[src/rtl/qcldpc_enc_scheduler.sv]
// Sequencing controller for the QC-LDPC encoder: accepts one codeword of info blocks,
// walks the prototype-matrix shift ROM and steers the rotate/accumulate datapath.
module qcldpc_enc_scheduler #(
  parameter int unsigned NUM_OF_SUPPORTED_Z           = 3,
  parameter int unsigned NUM_INFO_BLKS_PER_CODE_BLK   = 20,
  parameter int unsigned NUM_PARITY_BLKS_PER_CODE_BLK = 4,
  parameter int unsigned ROM_LATENCY                  = 1,
  localparam int unsigned IB    = NUM_INFO_BLKS_PER_CODE_BLK,
  localparam int unsigned NP    = NUM_PARITY_BLKS_PER_CODE_BLK,
  localparam int unsigned ZBLK  = (IB + NP) * NP,
  localparam int unsigned ADDRW = $clog2(ZBLK * NUM_OF_SUPPORTED_Z),
  localparam int unsigned ZW    = (NUM_OF_SUPPORTED_Z > 1) ? $clog2(NUM_OF_SUPPORTED_Z) : 1,
  localparam int unsigned PW    = (NP > 1) ? $clog2(NP) : 1
) (
  input  logic                          CLK,
  input  logic                          rst_n,
  input  logic                          start,
  input  logic [NUM_OF_SUPPORTED_Z-1:0] req_z,
  output logic                          busy,
  output logic                          cfg_err,
  output logic [ZW-1:0]                 z_idx,
  input  logic                          in_valid,
  output logic                          in_ready,
  output logic [ADDRW-1:0]              rom_addr,
  output logic                          acc_clr,
  output logic                          acc_en,
  output logic                          par_en,
  output logic [PW-1:0]                 par_idx,
  output logic                          out_valid,
  input  logic                          out_ready
);

  localparam int unsigned CW = (IB > 1) ? $clog2(IB) : 1;
  localparam int unsigned DW = (ROM_LATENCY > 1) ? $clog2(ROM_LATENCY) : 1;

  typedef enum logic [2:0] {S_IDLE, S_ACCUM, S_PARITY, S_DRAIN, S_OUT} state_t;

  typedef struct packed {
    logic          acc_clr;
    logic          acc_en;
    logic          par_en;
    logic [PW-1:0] par_idx;
  } pipe_t;

  state_t          state_q, state_d;
  logic [CW-1:0]   col_q, col_d;
  logic [PW-1:0]   par_q, par_d;
  logic [DW-1:0]   drn_q, drn_d;
  logic [ZW-1:0]   z_idx_q, z_idx_d;
  logic            cfg_err_q, cfg_err_d;
  logic [ZW-1:0]   req_idx;
  logic [ADDRW-1:0] base;
  pipe_t           push, pipe_out;

  // Index of the (assumed single) set bit of req_z.
  always_comb begin
    req_idx = '0;
    for (int unsigned i = 0; i < NUM_OF_SUPPORTED_Z; i++) begin
      if (req_z[i]) req_idx = ZW'(i);
    end
  end

  assign base = ADDRW'(z_idx_q) * ADDRW'(ZBLK);

  always_ff @(posedge CLK or negedge rst_n) begin
    if (!rst_n) begin
      state_q   <= S_IDLE;
      col_q     <= '0;
      par_q     <= '0;
      drn_q     <= '0;
      z_idx_q   <= '0;
      cfg_err_q <= 1'b0;
    end else begin
      state_q   <= state_d;
      col_q     <= col_d;
      par_q     <= par_d;
      drn_q     <= drn_d;
      z_idx_q   <= z_idx_d;
      cfg_err_q <= cfg_err_d;
    end
  end

  always_comb begin
    state_d   = state_q;
    col_d     = col_q;
    par_d     = par_q;
    drn_d     = drn_q;
    z_idx_d   = z_idx_q;
    cfg_err_d = 1'b0;
    push      = '0;
    in_ready  = 1'b0;
    rom_addr  = '0;
    out_valid = 1'b0;
    unique case (state_q)
      S_IDLE: begin
        if (start) begin
          if ($onehot(req_z)) begin
            z_idx_d = req_idx;
            col_d   = '0;
            state_d = S_ACCUM;
          end else begin
            cfg_err_d = 1'b1;
          end
        end
      end
      S_ACCUM: begin
        in_ready = 1'b1;
        rom_addr = base + ADDRW'(col_q) * ADDRW'(NP);
        if (in_valid) begin
          push.acc_en  = 1'b1;
          push.acc_clr = (col_q == '0);
          if (col_q == CW'(IB - 1)) begin
            par_d   = '0;
            state_d = S_PARITY;
          end else begin
            col_d = col_q + CW'(1);
          end
        end
      end
      S_PARITY: begin
        rom_addr     = base + (ADDRW'(IB) + ADDRW'(par_q)) * ADDRW'(NP);
        push.par_en  = 1'b1;
        push.par_idx = par_q;
        if (par_q == PW'(NP - 1)) begin
          drn_d   = '0;
          state_d = (ROM_LATENCY == 0) ? S_OUT : S_DRAIN;
        end else begin
          par_d = par_q + PW'(1);
        end
      end
      S_DRAIN: begin
        // Flush the ROM-latency pipe so the last parity step lands before out_valid.
        if (drn_q == DW'(ROM_LATENCY - 1)) begin
          state_d = S_OUT;
        end else begin
          drn_d = drn_q + DW'(1);
        end
      end
      S_OUT: begin
        out_valid = 1'b1;
        if (out_ready) state_d = S_IDLE;
      end
      default: state_d = S_IDLE;
    endcase
  end

  // Control delay line that aligns datapath enables with ROM read data.
  generate
    if (ROM_LATENCY == 0) begin : g_lut
      assign pipe_out = push;
    end else begin : g_bram
      pipe_t pipe_q [ROM_LATENCY];
      pipe_t pipe_d [ROM_LATENCY];
      always_comb begin
        pipe_d[0] = push;
        for (int unsigned i = 1; i < ROM_LATENCY; i++) pipe_d[i] = pipe_q[i-1];
      end
      always_ff @(posedge CLK or negedge rst_n) begin
        if (!rst_n) begin
          for (int unsigned i = 0; i < ROM_LATENCY; i++) pipe_q[i] <= '0;
        end else begin
          pipe_q <= pipe_d;
        end
      end
      assign pipe_out = pipe_q[ROM_LATENCY-1];
    end
  endgenerate

  assign busy    = (state_q != S_IDLE);
  assign cfg_err = cfg_err_q;
  assign z_idx   = z_idx_q;
  assign acc_clr = pipe_out.acc_clr;
  assign acc_en  = pipe_out.acc_en;
  assign par_en  = pipe_out.par_en;
  assign par_idx = pipe_out.par_idx;

endmodule

[config.mk]
export PLATFORM = sky130hd
export DESIGN_NAME = qcldpc_enc_scheduler
export DESIGN_NICKNAME = d
export VERILOG_FILES = /design/src/rtl/qcldpc_enc_scheduler.sv
export SDC_FILE = /design/constraint.sdc
export NUM_CORES = 1
export LEC_CHECK = 0
export ABC_AREA = 1
export CAP_MARGIN = 10
export CORE_MARGIN = 2
export CORE_UTILIZATION = 48
export CTS_CLUSTER_DIAMETER = 30
export DETAILED_ROUTE_END_ITERATION = 12
export PLACE_DENSITY = 0.76
export SLEW_MARGIN = 5
export SYNTH_ARGS = -nofsm -noshare
export SYNTH_HDL_FRONTEND = slang
export SYNTH_SLANG_ARGS = --single-unit
[constraint.sdc]
create_clock -name CLK -period 2.3 [get_ports CLK]
set_input_delay 0.46 -clock CLK [delete_from_list [all_inputs] [get_ports CLK]]
set_output_delay 0.46 -clock CLK [all_outputs]
set_load 0.02 [all_outputs]
==> results of run 1 <==
-- power by group through the flow --
stage	clock network [mW]	registers [mW]	logic [mW]
after detailed placement	0	0.492	1.21
after CTS	0.199	0.492	1.29
after global placement	0	0.484	1.18
final	0.191	0.495	1.36
after floorplan	0	0.544	0.639
after global routing	0.213	0.508	1.48
-- flip-flops by register name, indices dropped and copies added, names as in the netlist --
name,flops
acc_en,1
acc_clr,1
cfg_err,1
state_q,3
par_idx,2
par_q,2
col_q,5
z_idx,2
par_en,1
-- final cells by class --
class | instances | area, um2
tap | 28 | 35.0
sequential | 18 | 452
clock buffer | 4 | 36.3
multi-input combinational | 107 | 662
fill | 185 | 622
inverter | 22 | 85.1
timing repair buffer | 39 | 363
-- stage by stage --
step | util | hold slack (ps)
after global routing | 0.724 | 497
after detailed placement | 0.669 | 499
after CTS | 0.704 | 492
final | 0.724 | 494
after global placement | 0.669 | 488
after floorplan | - | 164
-- worst max-delay path, cell delays in order, from the launching register on --
cell,delay (ps)
dfrtp_1,390
inv_2,70
ha_4,270
inv_2,40
ha_4,250
nand3_2,80
nand2_2,90
nor2_1,50
o22ai_1,130
buf_4,160
-- synthesized netlist by cell type, types with 2 or more instances --
master | n | share of area
buf_4 | 2 | 0.013
dfrtp_1 | 18 | 0.39
fa_1 | 2 | 0.035
ha_1 | 9 | 0.097
inv_1 | 18 | 0.058
inv_2 | 3 | 0.0097
nand2_1 | 45 | 0.15
nand2_2 | 4 | 0.022
nand3_1 | 15 | 0.065
nor2_1 | 13 | 0.042
o21ai_1 | 2 | 0.0087
o22ai_1 | 4 | 0.022
xor2_1 | 2 | 0.015
-- worst max-delay path by stage --
stage                             end     start  cells past startpoint
after floorplan           rom_addr[7]  z_idx[0]                      5
after global placement    rom_addr[7]  z_idx[0]                      6
after detailed placement  rom_addr[8]  z_idx[0]                     10
after CTS                 rom_addr[8]  z_idx[0]                     10
after global routing      rom_addr[8]  z_idx[0]                     10
final                     rom_addr[8]  z_idx[0]                      9
-- what timing repair did --
item                       in CTS  in global routing
setup buffers                   3                  0
setup endpoints to repair       8                  4
gates resized for setup        23                 11
pin swaps                       1                  4
gates cloned                    0                  0
hold endpoints to repair        0                  0
-- per-layer routing --
layer  GRT usage  up-vias  share of wire
met2       0.388       25           0.53
met4      0.0726        0          0.010
li1            -      547              -
met3      0.0395        4          0.042
met1       0.257      514           0.42
met5           0        -              0
-- kinds of logic after synthesis --
| group | count (synthesis) |
|---|---|
| other | 1 |
| AOI/OAI and AO/OA | 9 |
| buffers and inverters | 25 |
| xor gates and xnor gates | 3 |
| DFF | 18 |
| and+or+nand+nor | 82 |
| adders and majority gates | 11 |
==> key figures, run 1 <==
Outcome
  – Status: completed

GRT
  – GR Util All Layers: 0.216
  – Grt ovf: 0
  – Initial antenna violation count: 0
  – Largest net degree at the start of global routing: 19
  – Global-route wire length before repair: 4420 um
  – Vias in the first global route: 1049

Yosys
  – Post-synth EDFFs: 0
  – Synth Flop Type: dfrtp_1
  – Synth warn: 0
  – Main combinational cell family by area after synthesis: simple AND/OR/NAND/NOR gates
  – Xor/xnor cell area share of the yosys netlist: 0.0227
  – Synth Area in Simple Gates: 0.314
  – Netlist Area Pre-Place: 0.00116 mm2
  – Syn Area/Cell: 7.76 um2
  – Compound-Gate Fraction of Synth Area: 0.0487
  – Seq cells post-synth: 18
  – Adder-cell area share of the yosys netlist: 0.132
  – Sequential share of the synthesized area: 0.390
  – Multiplexer area fraction after synthesis: 0
  – Post-synth cell types: 25
  – Asr flop ratio synth: 1.00
  – Synth Instances: 149

Critical path
  – Crit-path max FO: 2
  – Setup crit start kind: flip-flop
  – R2R Setup Slk: 760 ps
  – WP data required: 1840 ps
  – Arrival @ worst endpoint: 1830 ps
  – R2R cell count: 9
  – Crit end category: primary output
  – Reg-to-Reg End: col_q[1]
  – Critical path type: reg2out
  – RR Startpoint: state_q[2]

Place
  – Placer Congestion: 0.850
  – IO Port Bufs: 25
  – Cell area after placement: 0.00151 mm2
  – Final HPWL DP: 2000 um
  – Worst slack at placement: -205 ps
  – Placed Cells: 211

STA
  – Max Slew Vio Count: 0
  – Clock skew: 7.47 ps
  – Setup TNS: 0 ps
  – Final setup vio count: 0
  – Final worst slack: 9.04 ps
  – RSZ-0062 raised after global routing: true
  – Max Clock Freq: 436 MHz
  – Tmin final: 2290 ps
  – Fin. Hold Viols: 0
  – Fin crit share: 0.996

Finish
  – Most frequent cells in the layout: 43 x nand2_1, 18 x clkdlybuf4s50_1, 17 x dfrtp_1
  – Layout cell share with drive strength beyond 1: 0.237
  – Post-route insts no fill: 218
  – Commonest non-fill, non-tap cell in the layout: nand2_1
  – Fin nets: 210
  – Post-layout instance area: 0.00163 mm2
  – Area Growth Syn to Fin: 41.2%
  – Inserted Diodes: 0

Power and ir drop
  – Leakage power: 0.857 nW
  – Clock power share: 0.093
  – Psw: 0.921 mW
  – Power per cell area: 1250 mW/mm2
  – Internal power: 1.12 mW
  – Combinational power share: 0.664
  – Tot Pwr: 2.04 mW
  – Worst IR Drop VDD: 0.808 mV
  – Switch share: 0.451
  – Sequential power share: 0.242

Clocking
  – CTS H-tree lvls: 1
  – Clock buffer count from CTS: 3
  – Clk_lat worst skew: 290 ps
  – Clk sinks: 18
  – Hold Buf Count CTS: 0
  – Clk pin slew, worst setup/hold paths: 110 ps
  – CTS tree: done
  – CTS root buffer: clkbuf_4
  – Clock Path Buffers: 2

Drt
  – Post-DR vias/cell: 5.00
  – Routed Antenna Nets: 0
  – First-pass detailed-route iteration total: 4
  – # DRC: 0
  – Post-Route WL: 2690 um
  – DR vias: 1090
  – Avg WL per Cell: 12.3 um
  – Initial DRC count: 14

Die
  – IO Count: 28
  – Initial Utilization: 0.513
  – Die height: 53.1 um
  – Die width: 53.1 um
  – Core footprint: 0.00225 mm2
  – Die area: 0.00282 mm2
  – Rows: 17

Min path
  – Min-Delay Path Class: in2async

Run
  – Max-Cap Viols: 0
Power figures use the tool's default switching activity.
==> inputs of run 2 (changes only) <==
GPL_TIMING_DRIVEN = 0   (was not set)
==> run 2 against run 1 <==
Net effect: the run now ends with setup timing left; flip-flop and latch count unchanged; global-route usage up 0.40 points; via count up 0.73%; critical endpoint unchanged; largest power group unchanged.
==> key figures, run 2 (synthesized netlist as in run 1, its figures left out) <==
Outcome
  – Status: finished, violations left
  – Violated checks: setup timing

Place
  – Placed Cells: 203
  – Worst slack at placement: -391 ps
  – Cell area after placement: 0.00145 mm2
  – IO Port Bufs: 25
  – Final HPWL DP: 1900 um
  – Placer Congestion: 0.807

Power and ir drop
  – Clock power share: 0.101
  – Internal power: 1.14 mW
  – Psw: 0.996 mW
  – Sequential power share: 0.236
  – Switch share: 0.466
  – Worst IR Drop VDD: 0.855 mV
  – Combinational power share: 0.663
  – Leakage power: 0.852 nW
  – Power per cell area: 1300 mW/mm2

STA
  – Hold_ws: 548 ps
  – Tightest Pin Transition: 851 ps
  – Fin crit share: 1.02
  – Clock skew: 8.23 ps
  – RSZ-0062 raised after global routing: true
  – Max Slew Vio Count: 0
  – Fin. Hold Viols: 0
  – Max Clock Freq: 427 MHz
  – Final worst slack: -44.3 ps
  – Final setup vio count: 3
  – Slew HR: 0.431
  – Tmin final: 2340 ps

Finish
  – Commonest non-fill, non-tap cell in the layout: nand2_1
  – Max FFs per register: 5
  – Final design utilization: 0.729
  – Fin nets: 211
  – Layout cell share with drive strength beyond 1: 0.262
  – Inserted Diodes: 0
  – Post-route insts no fill: 219
  – Post-layout instance area: 0.00164 mm2
  – Reg with most FFs: col_q
  – Area Growth Syn to Fin: 42.2%
  – Top Registers: col_q (5), state_q (3)
  – Most frequent cells in the layout: 43 x nand2_1, 18 x clkdlybuf4s50_1, 15 x inv_1, 15 x dfrtp_1

Run
  – Max-Cap Viols: 0

Die
  – Die width: 53.1 um
  – Rows: 17
  – Die height: 53.1 um
  – IO Count: 28
  – Initial Utilization: 0.513
  – Core footprint: 0.00225 mm2
  – Die area: 0.00282 mm2

Critical path
  – Crit end category: primary output
  – Crit-path max FO: 2
  – Crit-path cells: inv_2, ha_4, inv_4, ha_4, nand3_2, nand2_2, nand2_1, nand2_1, o22ai_2, buf_6
  – Arrival @ worst endpoint: 1880 ps
  – Critical path type: reg2out
  – CP peak stage delay: 410 ps
  – Setup crit start kind: flip-flop
  – Largest delay share family, worst path: adder cells
  – WP data required: 1840 ps
  – Worst path slowest cell: dfrtp_2
  – CP bufs+invs: 3

Clocking
  – Clock Path Buffers: 2
  – Clock buffer count from CTS: 3
  – CTS root buffer: clkbuf_4
  – CTS tree: done
  – Clk pin slew, worst setup/hold paths: 120 ps
  – CTS H-tree lvls: 1
  – Clk_lat worst skew: 320 ps
  – Clk sinks: 18

Drt
  – Post-Route WL: 2930 um
  – First-pass detailed-route iteration total: 4
  – Routed Antenna Nets: 0
  – Initial DRC count: 27
  – DR vias: 1098
  – # DRC: 0
  – Post-DR vias/cell: 5.01
  – Avg WL per Cell: 13.4 um

GRT
  – Global-route wire length before repair: 4450 um
  – Vias in the first global route: 1046
  – Initial antenna violation count: 0
  – GR Util All Layers: 0.220
  – Grt ovf: 0
  – Largest net degree at the start of global routing: 19

Min path
  – Min-Delay Path Class: reg2reg
## run 2: worst reg2reg max path: cells and delay by family, from the launching register on
| kind | cells | cell delay, ps |
|---|---|---|
| buffers and inverters | 2 | 290 |
| AND/OR/NAND/NOR | 6 | 630 |
| flip-flops | 1 | 480 |
## run 2: per-stage QoR
step                power (mW)  setup TNS [ps]
floorplan                 1.18               0
global placement          1.54            -991
detailed placement        1.59           -1170
CTS                       1.96           -85.9
global route              2.28            -252
finish                    2.14           -78.1
## run 2: power groups by stage
stage	clock, mW	combinational [mW]	sequential (mW)
6_report	0.215	1.42	0.504
3_3_place_gp	0	1.04	0.502
3_5_place_dp	0	1.08	0.508
5_1_grt	0.232	1.53	0.515
2_1_floorplan	0	0.639	0.544
4_1_cts	0.210	1.25	0.503
## run 2: repair_timing
action | 4_1_cts | 5_1_grt
setup buffers | 7 | 5
endpoints found under the setup margin | 8 | 5
hold buffers | 0 | 0
resized for setup | 30 | 14
pin swaps | 2 | 9
## run 2: worst paths after layout
kind	from	endpoint	slack, ps	cells after the start
setup / recovery	z_idx[0]	rom_addr[8]	-40	10
hold / removal	par_q[1]	par_q[1]	550	2
setup reg to reg	state_q[1]	col_q[1]	800	8
hold reg to reg	par_q[1]	par_q[1]	550	2
max in group asynchronous	rst_n	state_q[0]	1110	1
min in group asynchronous	rst_n	par_en	610	1
## run 2: cell type report
type | instances | area (um2)
multi-input combinational | 107 | 676
fill | 181 | 611
sequential | 18 | 454
timing repair buffer | 37 | 337
inverter | 22 | 87.6
clock buffer | 4 | 36.3
tap | 28 | 35.0
buffer | 3 | 18.8
## run 2: per-layer routing
| metal | wire length [um] | track usage | up-vias |
|---|---|---|---|
| met3 | 97 | 0.0282 | 6 |
| li1 | - | - | 543 |
| met5 | 0 | 0 | - |
| met2 | 1530 | 0.392 | 26 |
| met1 | 1250 | 0.258 | 523 |
| met4 | 56 | 0.107 | 0 |
